$ cat config.mk
export PLATFORM = sky130hd
export DESIGN_NAME = crc_stream_engine
export DESIGN_NICKNAME = d
export VERILOG_FILES = /design/src/rtl/crc_stream_engine.sv
export SDC_FILE = /design/constraint.sdc
export NUM_CORES = 1
export LEC_CHECK = 0
export CAP_MARGIN = 25
export CORE_UTILIZATION = 50
export DETAILED_ROUTE_END_ITERATION = 6
export GPL_TIMING_DRIVEN = 0
export PLACE_DENSITY_LB_ADDON = 0.08
export SLEW_MARGIN = 30
export SYNTH_ARGS = -nofsm -noshare
export SYNTH_HDL_FRONTEND = slang
export SYNTH_SLANG_ARGS = --single-unit
$ cat constraint.sdc
create_clock -name clk -period 4.1 [get_ports clk]
set_input_delay 0.82 -clock clk [delete_from_list [all_inputs] [get_ports clk]]
set_output_delay 0.82 -clock clk [all_outputs]
set_load 0.01 [all_outputs]
$ cat src/rtl/crc_stream_engine.sv
// crc_stream_engine: parametrised streaming CRC generator/checker.
//
// Each beat of a frame is folded into the CRC in a single cycle. The
// finished CRC is offered on crc_out. crc_match reports whether the raw
// register equals RESIDUE, which is the receive-side check when the frame
// carries its own appended CRC.
//
// Ports:
//   clk        rising-edge clock
//   reset      synchronous, active-low reset
//   in_valid   beat present            in_ready   beat accepted this cycle
//   in_data    beat payload (DATA_W)   in_sof     first beat of frame
//   in_last    last beat of frame
//   crc_valid  result held on crc_out/crc_match
//   crc_ready  downstream takes the result
//   crc_out    final CRC (reflected and XORed as parameterised)
//   crc_match  raw register equalled RESIDUE at frame end
//   frame_err  one-cycle pulse: sof seen mid-frame, frame restarted
module crc_stream_engine #(
    parameter int unsigned      CRC_W   = 16,
    parameter int unsigned      DATA_W  = 8,
    parameter logic [CRC_W-1:0] POLY    = 16'h1021,
    parameter logic [CRC_W-1:0] INIT    = 16'hFFFF,
    parameter logic [CRC_W-1:0] XOROUT  = 16'h0000,
    parameter bit               REFIN   = 1'b0,
    parameter bit               REFOUT  = 1'b0,
    parameter logic [CRC_W-1:0] RESIDUE = 16'h0000
) (
    input  logic              clk,
    input  logic              reset,
    input  logic              in_valid,
    output logic              in_ready,
    input  logic [DATA_W-1:0] in_data,
    input  logic              in_sof,
    input  logic              in_last,
    output logic              crc_valid,
    input  logic              crc_ready,
    output logic [CRC_W-1:0]  crc_out,
    output logic              crc_match,
    output logic              frame_err
);

    typedef enum logic {S_IDLE, S_ACCUM} state_t;

    state_t             state_q, state_d;
    logic [CRC_W-1:0]   crc_q, crc_d;
    logic               valid_q, valid_d;
    logic [CRC_W-1:0]   out_q, out_d;
    logic               match_q, match_d;
    logic               ferr_q, ferr_d;

    logic               beat_acc;
    logic [CRC_W-1:0]   crc_start;
    logic [CRC_W-1:0]   crc_upd;

    function automatic logic [DATA_W-1:0] rev_data(input logic [DATA_W-1:0] v_in);
        logic [DATA_W-1:0] v;
        logic [DATA_W-1:0] r;
        v = v_in;
        r = '0;
        for (int unsigned i = 0; i < DATA_W; i++) begin
            r    = r << 1;
            r[0] = v[0];
            v    = v >> 1;
        end
        return r;
    endfunction

    function automatic logic [CRC_W-1:0] rev_crc(input logic [CRC_W-1:0] v_in);
        logic [CRC_W-1:0] v;
        logic [CRC_W-1:0] r;
        v = v_in;
        r = '0;
        for (int unsigned i = 0; i < CRC_W; i++) begin
            r    = r << 1;
            r[0] = v[0];
            v    = v >> 1;
        end
        return r;
    endfunction

    // Bit-serial LFSR fully unrolled over the beat. With REFIN the beat is
    // reversed first so that the loop always consumes the MSB.
    function automatic logic [CRC_W-1:0] crc_update(input logic [CRC_W-1:0] crc_in,
                                                    input logic [DATA_W-1:0] data);
        logic [CRC_W-1:0]  c;
        logic [DATA_W-1:0] d;
        logic              fb;
        c = crc_in;
        d = REFIN ? rev_data(data) : data;
        for (int unsigned i = 0; i < DATA_W; i++) begin
            fb = c[CRC_W-1] ^ d[DATA_W-1];
            c  = (c << 1) ^ (fb ? POLY : '0);
            d  = d << 1;
        end
        return c;
    endfunction

    assign in_ready  = !valid_q || crc_ready;
    assign beat_acc  = in_valid && in_ready;
    // Any beat taken in IDLE opens a frame, sof or not; sof mid-frame restarts.
    assign crc_start = (state_q == S_IDLE || in_sof) ? INIT : crc_q;
    assign crc_upd   = crc_update(crc_start, in_data);

    always_comb begin
        state_d = state_q;
        crc_d   = crc_q;
        valid_d = valid_q;
        out_d   = out_q;
        match_d = match_q;
        ferr_d  = 1'b0;

        if (valid_q && crc_ready) begin
            valid_d = 1'b0;
        end

        if (beat_acc) begin
            ferr_d = (state_q == S_ACCUM) && in_sof;
            if (in_last) begin
                // A new result loaded in the handoff cycle overrides the clear.
                state_d = S_IDLE;
                crc_d   = INIT;
                valid_d = 1'b1;
                out_d   = (REFOUT ? rev_crc(crc_upd) : crc_upd) ^ XOROUT;
                match_d = (crc_upd == RESIDUE);
            end else begin
                state_d = S_ACCUM;
                crc_d   = crc_upd;
            end
        end
    end

    always_ff @(posedge clk) begin
        if (!reset) begin
            state_q <= S_IDLE;
            crc_q   <= INIT;
            valid_q <= 1'b0;
            out_q   <= '0;
            match_q <= 1'b0;
            ferr_q  <= 1'b0;
        end else begin
            state_q <= state_d;
            crc_q   <= crc_d;
            valid_q <= valid_d;
            out_q   <= out_d;
            match_q <= match_d;
            ferr_q  <= ferr_d;
        end
    end

    assign crc_valid = valid_q;
    assign crc_out   = out_q;
    assign crc_match = match_q;
    assign frame_err = ferr_q;

endmodule

==> results of run 1 <==
-- through the flow --
step / util [%] / hold slack (ns) / instances / worst slack (ns) / total power, mW
6_report: 66.5 / 0.471 / 293 / 1.26 / 0.999
5_1_grt: 66.5 / 0.487 / 293 / 1.17 / 1.03
2_1_floorplan: - / 0.478 / 207 / 1.83 / 0.502
4_1_cts: 66.5 / 0.476 / 293 / 1.29 / 1.00
3_5_place_dp: 62.2 / 0.459 / 285 / 0.999 / 0.564
3_3_place_gp: 62.2 / 0.436 / 285 / 1.02 / 0.561
-- final cells by class --
class                      instances  area, sq um  share of cell area (%)
multi-input combinational        152         1100                    45.1
sequential                        36          721                    29.6
timing repair buffer              30          300                    12.3
buffer                            19         96.3                    3.95
clock inverter                     3         90.1                    3.70
clock buffer                       5         68.8                    2.82
tap                               48         60.1                    2.47
-- logic make-up (layout without fill, tap and decap cells) --
logic type | after synthesis | in the layout
and+or+nand+nor | 69 | 69
muxes | 1 | 1
xor gates and xnor gates | 27 | 27
buffers and inverters | 19 | 57
AOI/OAI and AO/OA | 55 | 55
DFF | 36 | 36
-- Yosys cell counts, types with 2 or more instances --
master and instances:
or2_2 3, o21ai_1 3, nand2b_1 3, xnor2_1 17, nor4_1 2, buf_6 2
o21ai_0 8, xor2_1 3, nor3_1 6, nand3_1 2, clkbuf_2 2, dfxtp_1 36
nand2_1 14, and3b_1 2, a22o_1 12, o21a_1 6, o22ai_1 9, o211ai_1 2
a32o_1 2, and2_1 4, xor3_1 2, clkbuf_1 8, nor2_1 21, xnor3_1 5
a21boi_0 2, buf_2 6, a21oi_1 3, nor3b_1 3
-- layout by cell type, fill, tap and decap left out, drive strengths merged, types with 5 or more instances in the layout --
master         netlist  routed
clkbuf              10      15
clkdlybuf4s50        0      30
dfxtp               36      36
nor2                21      21
o22ai                9       9
xnor3                5       5
buf                  9       9
nand2               14      14
a22o                12      12
nor3                 6       6
o21ai               11      11
o21a                 6       6
xnor2               17      17
-- worst max-delay path: cells and delay by family --
kind	cells	cell delay (ns)
AOI/OAI and AO/OA	1	0.20
buffers and inverters	4	1.19
and+or+nand+nor	4	0.84
-- routing by layer --
layer	track usage, %	up-vias	share of wire (%)
met5	0	-	0
met4	9.09	0	1.3
met3	6.07	8	5.4
met2	41.0	53	48
met1	32.4	804	46
li1	-	813	-
-- power groups by stage --
stage | registers, mW | logic, mW | clock network [mW]
6_report | 0.381 | 0.178 | 0.440
3_5_place_dp | 0.389 | 0.175 | 0
2_1_floorplan | 0.392 | 0.110 | 0
5_1_grt | 0.383 | 0.190 | 0.455
3_3_place_gp | 0.388 | 0.173 | 0
4_1_cts | 0.381 | 0.177 | 0.444
-- state kept, by name, indices dropped and copies added (netlist names) --
name,flops
crc_out,16
state_q,1
crc_valid,1
frame_err,1
crc_match,1
crc_q,16
-- worst max path at each step --
| stage | start | to | slack, ns |
|---|---|---|---|
| finish | in_sof | crc_match | 1.26 |
| global placement | in_sof | crc_match | 1.02 |
| CTS | crc_ready | in_ready | 1.29 |
| detailed placement | in_sof | crc_match | 1.0 |
| floorplan | in_data[4] | crc_match | 1.83 |
| global route | in_sof | crc_match | 1.17 |
==> out/metrics.cfg, run 1 <==
[floorplanning]
die_w_microns=63.9
rows=22
start_util_pct=52.4
dieArea_sq_um=4090
io_pins=34
die_height_microns=63.9
core_sq_um=3660

[drt]
dr.pass1.iters=4
drt_iter0_drc=75
ant_nets=0
num_vias=1678
routed_via_density=5.73
drt_wl_total_mm=4.81
wl_per_cell_microns=16.4
drc=0

[worst_setup_path]
worstPathArrival_ns=3.06
end_kind=flop
crit_fanout=10
timing.rr.end=crc_match
critPathMostFrequentCell=buf_2
critPathRequiredTime_ns=4.32
cpPeakStageDelay_ns=0.57
critPathKind=in2reg
reg2reg_from=state_q
worst-r2r-cell-count=8
path_cells=clkdlybuf4s50_1, nand2b_1, buf_6, buf_2, buf_2, nor3_1, nor4_1, nand4_1, o31ai_2
cp_slowest_cell=clkdlybuf4s50_1
r2r_slack_ns=2.02
cp-start-kind=input pin

[synth]
muxShareOfSynthArea_pct=0.522
synth-main-ff-cell=dfxtp_1
syn-num-nets=221
async_flop_share_pct=0
synth.cell_area_sq_um=1920
synth_seq_cells=36
synth_area_leaders=dfxtp_1, xnor2_1, xnor3_1
avgSynthCellArea_sq_um=9.26
netlist_instances=207
yosysWarnings=0
yosys.area.top_type=dfxtp_1
synth_xor_area_share_pct=17.5
synth-compound-area-share_pct=20.8
synthAdderAreaFrac_pct=0
synth_top_family_by_area=compound AO/OA/AOI/OAI gates
synth_top_cell_area_share_pct=37.6
synth-edff-count=0
synth.distinct_cells=47
ys_seq_area_share_pct=37.6
yosys.area_share.simple_pct=18.5

[clock_tree]
root_buffer=clkbuf_8
tritoncts=yes
clock_path_buffers=2
cts_resized=0
cts_setup_buffers=0
cts_buffers=5
postCtsHoldBufs=0
clkLatencyLatePin_ns=0.30
cts_max_level=2
clock_sinks=36
path_clk_slew_ns=0.08

[pwr]
clkPwrFrac_pct=44.1
p_leak_nw=0.877
seq_power_share_pct=38.2
p_switching_mw=0.236
peakVddDrop_mv=0.284
switching_share_pct=23.6
pwr-share-comb_pct=17.8
p_int_mw=0.764
powerDensity_nw_per_um2=410

[global_route]
grt.total_usage_pct=25.2
grt_pass1_vias=1594
gr-total-overflow=0
grt_max_degree=13
antenna_found_initial=0
grt_pass1_wl_mm=7.65

[place]
dpl-instance-area_sq_um=2280
hpwl_mm=3.49
place.port_buffers=30
place_congestion=0.956

[sta]
tightest_slew_ns=0.674
clock.fmax_mhz=353
setup_viol_count_final=0
maxSlewHeadroom_pct=55.0
finalCritPeriodShare_pct=69.2
slew_viol_final=0
post-route-min-period_ns=2.84
rsz0062_at_grt=false
hold_viol_final=0
tns_ns=0
skew_ns=0.00623

[worst_hold_path]
min_to=crc_out[12]
hold_depth=1
hold_path.class=reg2reg
min_from=crc_out[12]

[layout]
design_area_sq_um=2440
fillers=307
final_nets=258
drive_gt1_share_pct=9.80
syn_to_final_growth_pct=27.1
antenna_cells=0

[outcome]
status=finished, final reports clean

[run]
cap_violations=0

Power figures use the tool's default switching activity.
==> run 2, diff against run 1 <==
CORE_UTILIZATION = 47   (was 50)
clock period = 2.5 ns   (was 4.1 ns; I/O delays follow)
==> out/metrics.cfg, run 2 (same netlist as run 1, synthesis figures left out) <==
[drt]
num_vias=1628  ; -3.0%
drt_wl_total_mm=4.63  ; -3.6%
dr.pass1.iters=4  ; unchanged
wl_per_cell_microns=15.8  ; -3.6%
ant_nets=0  ; unchanged
drt_iter0_drc=112  ; +49%
routed_via_density=5.56  ; -3.0%
drc=0  ; unchanged

[sta]
rsz0062_at_grt=false
clock.fmax_mhz=433
skew_ns=0.00419  ; -0.00204 ns
slew_viol_final=0  ; unchanged
post-route-min-period_ns=2.31
tightest_slew_ns=0.682  ; +0.00824 ns
maxSlewHeadroom_pct=54.4  ; -0.55 points
hold_viol_final=0  ; unchanged
setup_viol_count_final=0  ; unchanged
whs_ns=0.469  ; -0.00222 ns
finalCritPeriodShare_pct=92.3
tns_ns=0  ; unchanged
fin_ws_ns=0.193  ; -1.07 ns

[worst_setup_path]
critPathKind=in2reg
worstPathArrival_ns=2.52  ; -0.54 ns
cp-start-kind=input pin
worst-r2r-cell-count=8  ; unchanged
reg2reg_from=state_q
end_kind=flop
timing.rr.end=crc_match
critPathRequiredTime_ns=2.71  ; -1.61 ns
crit_fanout=10  ; unchanged
r2r_slack_ns=0.47  ; -1.55 ns

[run]
cap_violations=0  ; unchanged

[floorplanning]
dieArea_sq_um=4340  ; +6.2%
die_w_microns=65.9  ; +3.0%
core_sq_um=3800  ; +3.8%
start_util_pct=50.5  ; -1.9 points
die_height_microns=65.9  ; +3.0%
rows=22  ; unchanged
io_pins=34  ; unchanged

[clock_tree]
path_clk_slew_ns=0.07  ; about the same
tritoncts=yes
root_buffer=clkbuf_8
cts_max_level=2  ; unchanged
cts_setup_buffers=0  ; unchanged
cts_buffers=5  ; unchanged
clkLatencyLatePin_ns=0.29  ; about the same
clock_sinks=36  ; unchanged
clock_path_buffers=2  ; unchanged

[pwr]
switching_share_pct=26.2  ; +2.6 points
pwr-share-comb_pct=20.3  ; +2.5 points
p_int_mw=1.05  ; +37%
clkPwrFrac_pct=35.7  ; -8.4 points
seq_power_share_pct=43.9  ; +5.7 points
peakVddDrop_mv=0.360  ; +27%
powerDensity_nw_per_um2=595  ; +45%
p_leak_nw=0.864  ; -1.4%
p_switching_mw=0.372  ; +58%

[layout]
final_common_cell=dfxtp_1
final_nets=258  ; unchanged
fillers=351  ; +14%
mostFrequentLayoutCells=dfxtp_1, clkdlybuf4s50_1, nor2_1
final_util_pct=62.9  ; -3.6 points
drive_gt1_share_pct=9.39  ; -0.41 points
antenna_cells=0  ; unchanged
design_area_sq_um=2390  ; -1.9%
syn_to_final_growth_pct=24.7

[global_route]
antenna_found_initial=0  ; unchanged
gr-total-overflow=0  ; unchanged
grt_pass1_wl_mm=7.45  ; -2.6%
grt_pass1_vias=1503  ; -5.7%
grt.total_usage_pct=23.8  ; -1.4 points
grt_max_degree=12  ; -1

[worst_hold_path]
min_to=crc_match
hold_path.class=reg2reg
hold_depth=2  ; +1
min_from=crc_match

[outcome]
status=finished, final reports clean

[place]
hpwl_mm=3.31  ; -5.3%
place.port_buffers=30  ; unchanged
dpl-instance-area_sq_um=2280  ; unchanged
place_ws_ns=-0.290  ; -1.29 ns
place_congestion=1.02  ; +6.5%

run 2: cell count changes in the layout (fill, tap and decap cells not counted):
cell | before | now
clkbuf_1 | 8 | 9
bufinv_16 | 3 | 1
buf_2 | 6 | 5
clkinv_2 | 0 | 1
dlymetal6s2s_1 | 0 | 1
clkbuf_4 | 0 | 1
clkdlybuf4s50_1 | 30 | 29
run 2: cell type report:
cell class / instances / area [sq um] / share of cell area [%]
Multi-Input combinational cell: 152 / 1100 / 46.0
Tap cell: 48 / 60.1 / 2.51
Sequential cell: 36 / 721 / 30.2
Clock buffer: 6 / 72.6 / 3.04
Timing Repair Buffer: 30 / 303 / 12.7
Buffer: 19 / 98.8 / 4.14
Clock inverter: 2 / 35.0 / 1.47
run 2: how the worst max path moves through the flow:
stage	from	endpoint	slack, ns	cells past startpoint
final	crc_ready	crc_out[2]	0.19	8
after global placement	in_sof	crc_match	-0.29	9
after CTS	in_sof	crc_match	0.03	9
after floorplan	in_data[4]	crc_match	0.55	7
after global routing	crc_ready	crc_match	0.01	8
after detailed placement	in_sof	crc_match	-0.29	9
run 2: routing by layer:
metal	GRT usage, %	routed length [microns]	share of wire [%]
met1	32.7	2280	49
met3	4.14	246	5.3
met2	36.9	2040	44
met5	0	0	0
met4	9.24	66	1.4
run 2: per-stage QoR:
step / cells / power (mW)
finish: 293 / 1.42
global route: 293 / 1.48
CTS: 293 / 1.43
detailed placement: 285 / 0.923
global placement: 285 / 0.922
floorplan: 207 / 0.823
run 2: power by group through the flow:
stage	Clock [mW]	Sequential [mW]	Combinational (mW)
final	0.508	0.625	0.289
after global routing	0.543	0.628	0.313
after CTS	0.516	0.625	0.288
after detailed placement	0	0.638	0.286
after global placement	0	0.637	0.285
after floorplan	0	0.642	0.181
run 2: critical path, cell delays in order:
cell,delay (ns)
clkdlybuf4s50_1,0.40
nand2b_1,0.19
and2_1,0.18
clkbuf_1,0.12
a21boi_1,0.57
buf_2,0.38
nand2_1,0.09
o21ai_0,0.08
run 2: repair_timing:
action / CTS / global route
setup endpoints to repair: 1 / 1
gates resized for setup: 0 / 2
pin swaps: 1 / 1
hold buffers: 0 / 0
